$ cat src/rtl/fpu_pkg.sv
// Shared FPU writeback types: fadd pipeline latency, default tag width and the
// result record carried through the writeback queue.
package fpu_pkg;

    localparam int FADD_LAT   = 2;
    localparam int FADD_TAG_W = 5;

    typedef struct packed {
        logic [31:0]           y;
        logic [FADD_TAG_W-1:0] tag;
    } fadd_res_t;

endpackage

$ cat src/rtl/fpu_result_fifo.sv
// Result FIFO for the fadd writeback queue. The head is combinational from the
// storage array and reads as zero while empty.
module fpu_result_fifo
    import fpu_pkg::*;
#(
    parameter int  DEPTH = 4,
    parameter type T     = fadd_res_t
) (
    input  logic                   clk,
    input  logic                   rst,
    input  logic                   push_i,
    input  T                       push_data_i,
    input  logic                   pop_i,
    output T                       head_o,
    output logic                   full_o,
    output logic                   empty_o,
    output logic [$clog2(DEPTH):0] count_o
);

    localparam int            PW       = $clog2(DEPTH);
    localparam logic [PW-1:0] PTR_ONE  = PW'(1);
    localparam logic [PW:0]   CNT_ONE  = (PW + 1)'(1);
    localparam logic [PW:0]   CNT_FULL = (PW + 1)'(DEPTH);

    T              mem_q [DEPTH];
    logic [PW-1:0] wr_ptr_q, wr_ptr_d;
    logic [PW-1:0] rd_ptr_q, rd_ptr_d;
    logic [PW:0]   count_q, count_d;
    logic          do_pop;

    assign empty_o = (count_q == '0);
    assign full_o  = (count_q == CNT_FULL);
    assign count_o = count_q;
    assign do_pop  = pop_i && !empty_o;

    always_comb begin
        head_o = '0;
        if (!empty_o) begin
            head_o = mem_q[rd_ptr_q];
        end
    end

    // Power-of-two depth lets the pointers wrap by natural overflow.
    always_comb begin
        wr_ptr_d = wr_ptr_q;
        rd_ptr_d = rd_ptr_q;
        count_d  = count_q;
        if (push_i) begin
            wr_ptr_d = wr_ptr_q + PTR_ONE;
        end
        if (do_pop) begin
            rd_ptr_d = rd_ptr_q + PTR_ONE;
        end
        case ({push_i, do_pop})
            2'b10:   count_d = count_q + CNT_ONE;
            2'b01:   count_d = count_q - CNT_ONE;
            default: count_d = count_q;
        endcase
    end

    always_ff @(posedge clk or posedge rst) begin
        if (rst) begin
            wr_ptr_q <= '0;
            rd_ptr_q <= '0;
            count_q  <= '0;
        end else begin
            wr_ptr_q <= wr_ptr_d;
            rd_ptr_q <= rd_ptr_d;
            count_q  <= count_d;
        end
    end

    always_ff @(posedge clk) begin
        if (push_i) begin
            mem_q[wr_ptr_q] <= push_data_i;
        end
    end

endmodule

$ cat src/rtl/fadd_wb_queue.sv
// Writeback queue for a fixed-latency, non-stalling fadd: tags issues through a
// LAT-deep shift register and buffers results under a credit rule. Option: FADD_WB_BYPASS_EN.
module fadd_wb_queue
    import fpu_pkg::*;
#(
    parameter int DEPTH = 4,
    parameter int LAT   = FADD_LAT,
    parameter int TAG_W = FADD_TAG_W
) (
    input  logic             clk,
    input  logic             rst,
    input  logic             in_valid,
    output logic             in_ready,
    input  logic [31:0]      in_x1,
    input  logic [31:0]      in_x2,
    input  logic [TAG_W-1:0] in_tag,
    output logic [31:0]      fadd_x1,
    output logic [31:0]      fadd_x2,
    input  logic [31:0]      fadd_y,
    output logic             out_valid,
    input  logic             out_ready,
    output logic [31:0]      out_y,
    output logic [TAG_W-1:0] out_tag,
    output logic             busy
);

    typedef struct packed {
        logic [31:0]      y;
        logic [TAG_W-1:0] tag;
    } res_t;

    localparam int CW = $clog2(DEPTH) + 1;

    logic [LAT-1:0]   vld_q, vld_d;
    logic [TAG_W-1:0] tag_q [LAT];
    logic [TAG_W-1:0] tag_d [LAT];
    logic             issue;
    logic             wb_valid;
    logic             fifo_push, fifo_pop, fifo_full, fifo_empty;
    logic [CW-1:0]    fifo_count;
    res_t             wb_res, fifo_head;
    int               inflight;

    assign fadd_x1  = in_x1;
    assign fadd_x2  = in_x2;
    assign wb_valid = vld_q[LAT-1];
    assign wb_res   = {fadd_y, tag_q[LAT-1]};

    // Every in-flight op already owns a FIFO slot, so fadd never needs to stall.
    always_comb begin
        inflight = 0;
        for (int i = 0; i < LAT; i++) begin
            if (vld_q[i]) begin
                inflight++;
            end
        end
    end

    assign in_ready = (int'(fifo_count) + inflight) < DEPTH;
    assign issue    = in_valid && in_ready;

    always_comb begin
        vld_d[0] = issue;
        tag_d[0] = in_tag;
        for (int i = 1; i < LAT; i++) begin
            vld_d[i] = vld_q[i-1];
            tag_d[i] = tag_q[i-1];
        end
    end

    always_ff @(posedge clk or posedge rst) begin
        if (rst) begin
            vld_q <= '0;
            for (int i = 0; i < LAT; i++) begin
                tag_q[i] <= '0;
            end
        end else begin
            vld_q <= vld_d;
            tag_q <= tag_d;
        end
    end

`ifdef FADD_WB_BYPASS_EN
    logic bypass;

    assign bypass    = fifo_empty && wb_valid;
    assign fifo_push = wb_valid && !(bypass && out_ready);
    assign out_valid = !fifo_empty || bypass;
    assign out_y     = bypass ? fadd_y : fifo_head.y;
    assign out_tag   = bypass ? tag_q[LAT-1] : fifo_head.tag;
`else
    assign fifo_push = wb_valid;
    assign out_valid = !fifo_empty;
    assign out_y     = fifo_head.y;
    assign out_tag   = fifo_head.tag;
`endif

    assign fifo_pop = out_ready && !fifo_empty;
    assign busy     = (|vld_q) || !fifo_empty;

    fpu_result_fifo #(
        .DEPTH (DEPTH),
        .T     (res_t)
    ) u_fifo (
        .clk         (clk),
        .rst         (rst),
        .push_i      (fifo_push),
        .push_data_i (wb_res),
        .pop_i       (fifo_pop),
        .head_o      (fifo_head),
        .full_o      (fifo_full),
        .empty_o     (fifo_empty),
        .count_o     (fifo_count)
    );

    wb_no_overflow_a: assert property (@(posedge clk) disable iff (rst) !(fifo_push && fifo_full));

endmodule
$ cat config.mk
export PLATFORM = sky130hd
export DESIGN_NAME = fadd_wb_queue
export DESIGN_NICKNAME = d
export VERILOG_FILES = /design/src/rtl/fpu_pkg.sv /design/src/rtl/fpu_result_fifo.sv /design/src/rtl/fadd_wb_queue.sv
export SDC_FILE = /design/constraint.sdc
export NUM_CORES = 1
export LEC_CHECK = 0
export CAP_MARGIN = 20
export CELL_PAD_IN_SITES_DETAIL_PLACEMENT = 1
export CELL_PAD_IN_SITES_GLOBAL_PLACEMENT = 1
export CORE_ASPECT_RATIO = 0.9
export CORE_MARGIN = 2
export CORE_UTILIZATION = 35
export CTS_CLUSTER_SIZE = 25
export DETAILED_ROUTE_END_ITERATION = 7
export PLACE_DENSITY = 0.82
export SKIP_LAST_GASP = 1
export SLEW_MARGIN = 20
export SYNTH_ARGS = -nofsm -noshare
export SYNTH_HDL_FRONTEND = slang
export SYNTH_SLANG_ARGS = --single-unit
$ cat constraint.sdc
create_clock -name clk -period 2 [get_ports clk]
set_clock_uncertainty 0.05 [all_clocks]
set_input_delay 0.2 -clock clk [delete_from_list [all_inputs] [get_ports clk]]
set_output_delay 0.2 -clock clk [all_outputs]
set_load 0.01 [all_outputs]
After elaboration in Yosys (flattened, before gate mapping)
Memories as Yosys holds them, arrays and structs flattened.
Index checks and enable logic that the tools add are counted.
- flip-flop bits (word level): 19
- RAM bits: 148
- input port bits: 105
- output and inout port bits: 104
- word-level logic and storage cells: 30
- memories kept: 1
- memories (name ; depth ; bits a word ; read ports ; clocked after memory_dff ; wr ports ; RTL line ; text):
    u_fifo.mem_q ; 4 ; 37 ; 1 ; 0 ; 1 ; fpu_result_fifo.sv:25 ; T mem_q [DEPTH];
- add/sub/neg operators: 6
- order comparisons: 1
- equality and inequality tests: 2
- muxes and demuxes: 6
- reductions and logical operators: 8
- operators by type and width (kind ; number):
    37-bit 2-to-1 mux ; 1
    32-bit by 2-bit adder with 32-bit output (second input constant) ; 1
    4-bit by 32-bit adder with 32-bit output ; 1
    32-bit by 4-bit < comparator with 1-bit output (second input constant) ; 1
    32-bit 2-to-1 mux ; 1
    3-bit case mux with 2 select lines ; 1
    2-bit by 1-bit adder with 2-bit output (second input constant) ; 2
    3-bit by 1-bit adder with 3-bit output (second input constant) ; 1
    1-bit logical AND ; 3
    3-bit zero test ; 1
    1-bit 2-to-1 mux ; 3
    3-bit by 1-bit subtractor with 3-bit output (second input constant) ; 1
    2-bit by 1-bit equality test with 1-bit output (second input constant) ; 1
    2-bit equality test (second input constant) ; 1
    2-bit nonzero test ; 1
    2-bit OR reduction ; 1
    1-bit zero test ; 1
    1-bit logical OR ; 1

Depth between registers and ports, before layout
Gate-level depths: netlist of run 1.
- depth in word-level cells: 6
- depth in mapped cells: 9
- depth with buffers taken out: 9

By module
From an unflattened synthesis of run 1, not the netlist that was laid out.
- cell total of the unflattened synthesis: 360
- area total of the unflattened synthesis: 6856.6 µm²
- modules (own cells, without submodules) (module ; times used ; cells an instance ; area each (µm²) ; seq. area each (µm²)):
    fpu_result_fifo ; 1 ; 273 ; 5992.0 ; 4619.4
    fadd_wb_queue ; 1 ; 87 ; 864.6 ; 300.3

Least setup slack after synthesis of run 1
OpenSTA, ideal clock, no wires.
- path kind: reg2reg
- from: register u_fifo.wr_ptr_q[0]
- to: memory u_fifo.mem_q[2][0] in the netlist's numbering, enable pin
- library setup time: 0.398 ns
- arrival time: 1.522 ns
- required time: 1.552 ns
- slack: 0.030 ns
- cell stages (with the launch flop): 4
- clock period less this slack: 1.970 ns
- path through: dfrtp_1 inv_1 ha_1 and2_1
- RTL lines (item ; RTL line ; text):
    from (decl) ; fpu_result_fifo.sv:26 ; logic [PW-1:0] wr_ptr_q, wr_ptr_d;
    from (signal assigned) ; fpu_result_fifo.sv:67 ; wr_ptr_q <= wr_ptr_d;
    to (decl) ; fpu_result_fifo.sv:25 ;
Straight into the memory's write port.

Worst setup path after layout of run 1
- from: register u_fifo.rd_ptr_q[0]
- to: output port out_y[11]
- longest elaborated chain between the ends: 2
- RTL lines (item ; RTL line ; text):
    from (decl) ; fpu_result_fifo.sv:27 ; logic [PW-1:0] rd_ptr_q, rd_ptr_d;
    from (signal assigned) ; fpu_result_fifo.sv:68 ; rd_ptr_q <= rd_ptr_d;
    memory read 4 x 37 bit ; -- ;
    37-bit 2-to-1 mux ; fpu_result_fifo.sv:38 ; if (!empty_o) begin
    to (decl) ; fadd_wb_queue.sv:22 ; output logic [31:0] out_y,
Every way passes these cells.

==> results of run 1 <==
Yosys cell counts (all sizes together), types with 2 or more instances:
library cell,n,area [µm²]
clkbuf,5,18.77
ha,8,100.1
xnor2,2,17.52
inv,9,33.78
buf,71,533.0
edfxtp,148,4444
and2,43,269.0
xor2,4,35.03
dfrtp,19,475.5
mux4,37,833.3
nand2,2,7.510
area by class of cell:
cell class,count,area (µm²)
repair buffers,109,1206
inverters,9,36.28
multi-input cells,103,1453
fillers,1749,10650
clock inverters,14,151.4
well taps,250,312.8
clock buffers,18,429.2
flip-flops and latches,167,4925
worst paths after layout:
check,cells past startpoint,end
min in group clk,1,tag_d[2]
worst min-delay path,3,tag_q[4]
worst min register to register,0,tag_q[0]
worst max register to register,9,u_fifo.count_o[2]
worst max-delay path,5,out_y[11]
max in group asynchronous,3,u_fifo.count_o[1]
where the power goes:
group | internal [mW] | total, mW | leakage (nW) | switching, mW
clock | 1.85 | 3.19 | 0.266 | 1.34
sequential | 4.38 | 4.60 | 1.56 | 0.229
combinational | 3.12 | 5.20 | 1.15 | 2.08
total | 9.34 | 13.0 | 2.98 | 3.65
metal layers:
metal / routed length [µm] / up-vias / share of wire / global-route usage
met2: 6935 / 124 / 0.50 / 0.2313
met1: 5359 / 1646 / 0.39 / 0.1665
met3: 837 / 48 / 0.061 / 0.04463
met4: 686 / 0 / 0.050 / 0.08982
li1: - / 1376 / - / -
met5: 0 / - / 0 / 0
cell families after synthesis:
group / count (synthesis) / synth area share
flops: 167 / 0.7208
compound gates: 2 / 0.002016
simple gates: 48 / 0.04253
fa+ha+maj: 9 / 0.01760
xor+xnor: 6 / 0.007699
mux: 38 / 0.1236
buf+inv: 85 / 0.08579
worst min-delay path: stages:
cell	delay (ns)
clkdlybuf4s50_1	0.40
inv_1	0.07
buf_4	0.27
layout by cell type, fill, tap and decap left out, drive strengths merged:
master	n
edfxtp	148
buf	67
and2	43
clkdlybuf4s50	40
mux4	37
dfrtp	19
clkbuf	18
inv	12
ha	8
clkinvlp	5
xor2	4
clkinv	4
xnor2	2
nand2	2
bufinv	2
dlymetal6s2s	2
nor3	1
a311oi	1
o21ai	1
nand3	1
nor2	1
mux2i	1
fa	1
flip-flops by register name, indices dropped and copies added (netlist names):
| name | count |
|---|---|
| tag_d | 5 |
| tag_q | 5 |
| u_fifo.mem_q | 148 |
| vld_q | 2 |
| u_fifo.wr_ptr_q | 2 |
| u_fifo.count_o | 3 |
| u_fifo.rd_ptr_q | 2 |
repair_timing:
action / CTS / global route
pin swaps: 26 / 13
buffers inserted: 8 / 4
gates resized for setup: 192 / 55
setup endpoints to repair: 41 / 42
cloned: 2 / 0
==> metrics, run 1 <==
row cnt 48; Root Driver clkbuf_16; all-layer global routing usage 0.1433; outcome finished, violations left; largest fanout on the critical path 8; buffer and inverter count on the worst path 3; final instance area 8513 µm²; Slew HR 0.8208; cells traversed along the worst timing path buf_6 > buf_12 > mux4_2 > and2_4 > buf_6; Critical Path AT 1.91 ns; share of cells above drive strength 1 0.4310; type of the worst min-delay path in2async; vias in the first global route 3,599; P&R area growth vs syn 24.73%; Max VDD drop 685.9 µV; first-pass GRT wire length 21,020 µm; Final Slew Violations 0; Antenna Nets Post-Route 0; slowest CP cell mux4_2; Mean Syn Cell Area 19.23 µm²; slowest stage delay, CP 0.52 ns; Detailed Route Iter0 Violations 166; type of origin of the critical path flip-flop; port bufs 80; total negative slack -4.601 ns; crit path capture type output pin; Hold Fails Final Rpt 0; Vias per Instance 4.767; Initial Utilization 0.3563; reg-to-reg slack, setup 0.15 ns; Ports 209; chip width 151.2 µm; Leak Pwr 2.979 nW; Hold WS 0.09158 ns; RSZ-0062 raised after global routing true; drc violations 0; final WL 13,820 µm; Req. time, crit path 1.75 ns; Syn Std Cell Area 6825 µm²; Core ar. 19,160 µm²; n_diodes 0; dominant synthesized flop cell edfxtp_1; aggregate global routing overflow 0; CP Launch Point u_fifo.rd_ptr_q[0]; Yosys warnings 0; Cells after Synth 355; largest net degree at the start of global routing 38; post-synth cell types 20; Max Freq 462.4 MHz; cell mode on critical path buf_6; initial antenna violation count 0; Yosys reg bits 167; Die Ht 136.5 µm; maximum buffer depth of the clock tree 2; Cell Area, Placed 7662 µm²; Cell Pwr Density 1526 nW/µm²; Worst Slack Setup Final -0.1627 ns; CTS Hold Buffers Added 0; asr flop ratio synth 0.1138; Seq/Total Area, Yosys 0.7208; worst slew pin tran 0.2689 ns; CTS tree done; TritonCTS Buffers 17; Setup-failing EPs final 37; failing checks negative setup slack; minimum clock period 2.163 ns; Crit path max-delay family multiplexers; # Max-Cap Violations 0; r2r startpoint u_fifo.count_o[1]; Post-synth EDFFs 148; pre-CTS setup slack -0.1467 ns; Nets 521; Setup CP Type reg2out; clock sink count 167; crit share post-route 1.081; H-tree lvl count 4; Core Util, Final 0.4444; post-DP HPWL 8620 µm; synthesized net count 469; Clock transition at path regs 0.06 ns; Initial DRT Pass Iterations 4; GP Congestion 0.6409; Worst-Skew Late Latency 0.42 ns; die area 20,640 µm²; DR vias 3,194; Power Total 12.99 mW; placed insts 628; per-cell routed wire length 20.62 µm; fin cells 670
No activity file was read; power rests on OpenSTA's default activity.
==> run 2, diff against run 1 <==
--- a/config.mk
+++ b/config.mk
@@ -9,7 +9,6 @@
 export CELL_PAD_IN_SITES_DETAIL_PLACEMENT = 1
 export CELL_PAD_IN_SITES_GLOBAL_PLACEMENT = 1
 export CORE_ASPECT_RATIO = 0.9
-export CORE_MARGIN = 2
 export CORE_UTILIZATION = 35
 export CTS_CLUSTER_SIZE = 25
 export DETAILED_ROUTE_END_ITERATION = 7
==> metrics, run 2 (synthesis gave the netlist of run 1 again) <==
worst slew pin tran 0.3863 ns (+0.1174 ns); Slew HR 0.7425 (-0.07827); Detailed Route Iter0 Violations 179 (+7.8%); Setup CP Type reg2out; share of cells above drive strength 1 0.4091 (-0.02186); Max VDD drop 737.4 µV (+7.5%); row cnt 48 (unchanged); P&R area growth vs syn 21.03%; minimum clock period 2.206 ns (+0.04293 ns); # Max-Cap Violations 0 (unchanged); per-cell routed wire length 20.49 µm (-0.67%); Critical Path AT 1.96 ns (+0.05 ns); clock sink count 167 (unchanged); Cell Area, Placed 7610 µm² (-0.69%); DR vias 3,146 (-1.5%); post-DP HPWL 8834 µm (+2.5%); final instance area 8260 µm² (-3.0%); Initial DRT Pass Iterations 4 (unchanged); Cell Pwr Density 1485 nW/µm² (-2.7%); crit share post-route 1.103 (+0.02147); die area 20,060 µm² (-2.8%); Nets 521 (unchanged); reg-to-reg slack, setup 0.16 ns (about the same); placed insts 631 (+0.48%); Antenna Nets Post-Route 0 (unchanged); Req. time, crit path 1.75 ns (about the same); Core ar. 19,160 µm² (unchanged); CTS Hold Buffers Added 0 (unchanged); fin cells 668 (-0.30%); GP Congestion 0.6375 (-0.53%); Initial Utilization 0.3563 (unchanged); largest net degree at the start of global routing 24 (-37%); n_diodes 0 (unchanged); type of origin of the critical path flip-flop; Max Freq 453.4 MHz (-1.9%); Top reg by flops u_fifo.mem_q; type of the worst min-delay path in2async; outcome finished, violations left; r2r startpoint u_fifo.count_o[0]; max reg flops 148 (unchanged); vias in the first global route 3,625 (+0.72%); largest fanout on the critical path 8 (unchanged); Ports 209 (unchanged); H-tree lvl count 4 (unchanged); drc violations 0 (unchanged); Hold Fails Final Rpt 0 (unchanged); most frequent cells in the layout edfxtp_1 (148), clkdlybuf4s50_1 (40), mux4_2 (37), and2_4 (25), buf_6 (24); chip width 149.2 µm (-1.3%); RSZ-0062 raised after global routing true; crit path capture type output pin; TritonCTS Buffers 17 (unchanged); port bufs 80 (unchanged); Vias per Instance 4.710 (-1.2%); all-layer global routing usage 0.1473 (+0.003989); initial antenna violation count 0 (unchanged); CTS tree done; aggregate global routing overflow 0 (unchanged); worst r2r path cells 9 (unchanged); Clock transition at path regs 0.06 ns (about the same); maximum buffer depth of the clock tree 2 (unchanged); r2r endpoint u_fifo.count_o[2]; failing checks negative setup slack; Worst-Skew Late Latency 0.42 ns (about the same); Leak Pwr 2.902 nW (-2.6%); most common cell after layout, fill and taps aside edfxtp_1; first-pass GRT wire length 20,930 µm (-0.46%); Die Ht 134.5 µm (-1.5%); Final Slew Violations 0 (unchanged); Root Driver clkbuf_16; final WL 13,690 µm (-0.96%); Worst Slack Setup Final -0.2056 ns (-0.04294 ns); Setup-failing EPs final 38 (+2.7%)
run 2: cell types whose count changed in the layout (fill, tap and decap cells not counted), moves of 2 or more:
cell / before / now
and2_4: 32 / 25
clkinv_2: 0 / 5
and2_1: 7 / 14
buf_6: 32 / 24
clkinvlp_4: 5 / 3
buf_2: 7 / 15
dlymetal6s2s_1: 2 / 0
buf_12: 14 / 5
dlygate4sd2_1: 0 / 2
buf_4: 14 / 23
run 2: per-layer routing:
metal,global-route usage,vias to the layer above,wire [µm]
met3,0.03818,54,681
met5,0,-,0
met1,0.1683,1616,5534
met2,0.2390,98,6665
met4,0.1100,0,804
li1,-,1378,-
run 2: per-stage QoR:
stage	setup TNS, ns	power, mW	hold WS, ns	setup WS, ns	util
after floorplan	0	7.049	0.1011	0.03029	-
final	-5.144	12.26	0.1256	-0.2056	0.4312
after global routing	-7.797	12.91	0.1526	-0.2593	0.4312
after detailed placement	-2.252	9.034	0.2865	-0.1409	0.3972
after global placement	-1.665	8.894	0.2869	-0.1871	0.3972
after CTS	-7.463	12.47	0.1158	-0.2218	0.4316
run 2: worst max path at each step:
| stage | startpoint | end | depth (start not counted) |
|---|---|---|---|
| 2_1_floorplan | u_fifo.wr_ptr_q[0] | u_fifo.mem_q[2][0] | 3 |
| 6_report | u_fifo.rd_ptr_q[0] | out_y[11] | 6 |
| 3_5_place_dp | vld_q[0] | in_ready | 5 |
| 3_3_place_gp | vld_q[0] | in_ready | 5 |
| 5_1_grt | u_fifo.rd_ptr_q[0] | out_y[11] | 6 |
| 4_1_cts | u_fifo.rd_ptr_q[0] | out_y[9] | 6 |
run 2: report_power, final:
group	total [mW]	switching (mW)	internal [mW]
logic	4.72	2.03	2.69
registers	4.56	0.188	4.38
clock network	2.98	1.29	1.69
total	12.3	3.51	8.76
run 2: final cells by class:
cell class / instances / area (µm²)
Sequential cell: 167 / 4925
Clock buffer: 17 / 425.4
Fill cell: 1796 / 10900
Clock inverter: 13 / 107.6
Multi-Input combinational cell: 103 / 1420
Timing Repair Buffer: 109 / 1036
Tap cell: 250 / 312.8
Inverter: 9 / 33.78
run 2: worst max-delay path: stages, from the launching register on:
cell and delay [ns]:
dfrtp_2 0.42, buf_6 0.13, buf_12 0.12, buf_12 0.14, mux4_2 0.43, and2_4 0.18
buf_6 0.11
run 2: what timing repair did:
action                                  CTS  global route
pin swaps                                11             4
setup buffers                             8             2
gates cloned                              2             0
endpoints found under the setup margin   41            40
gates resized for setup                 199            19
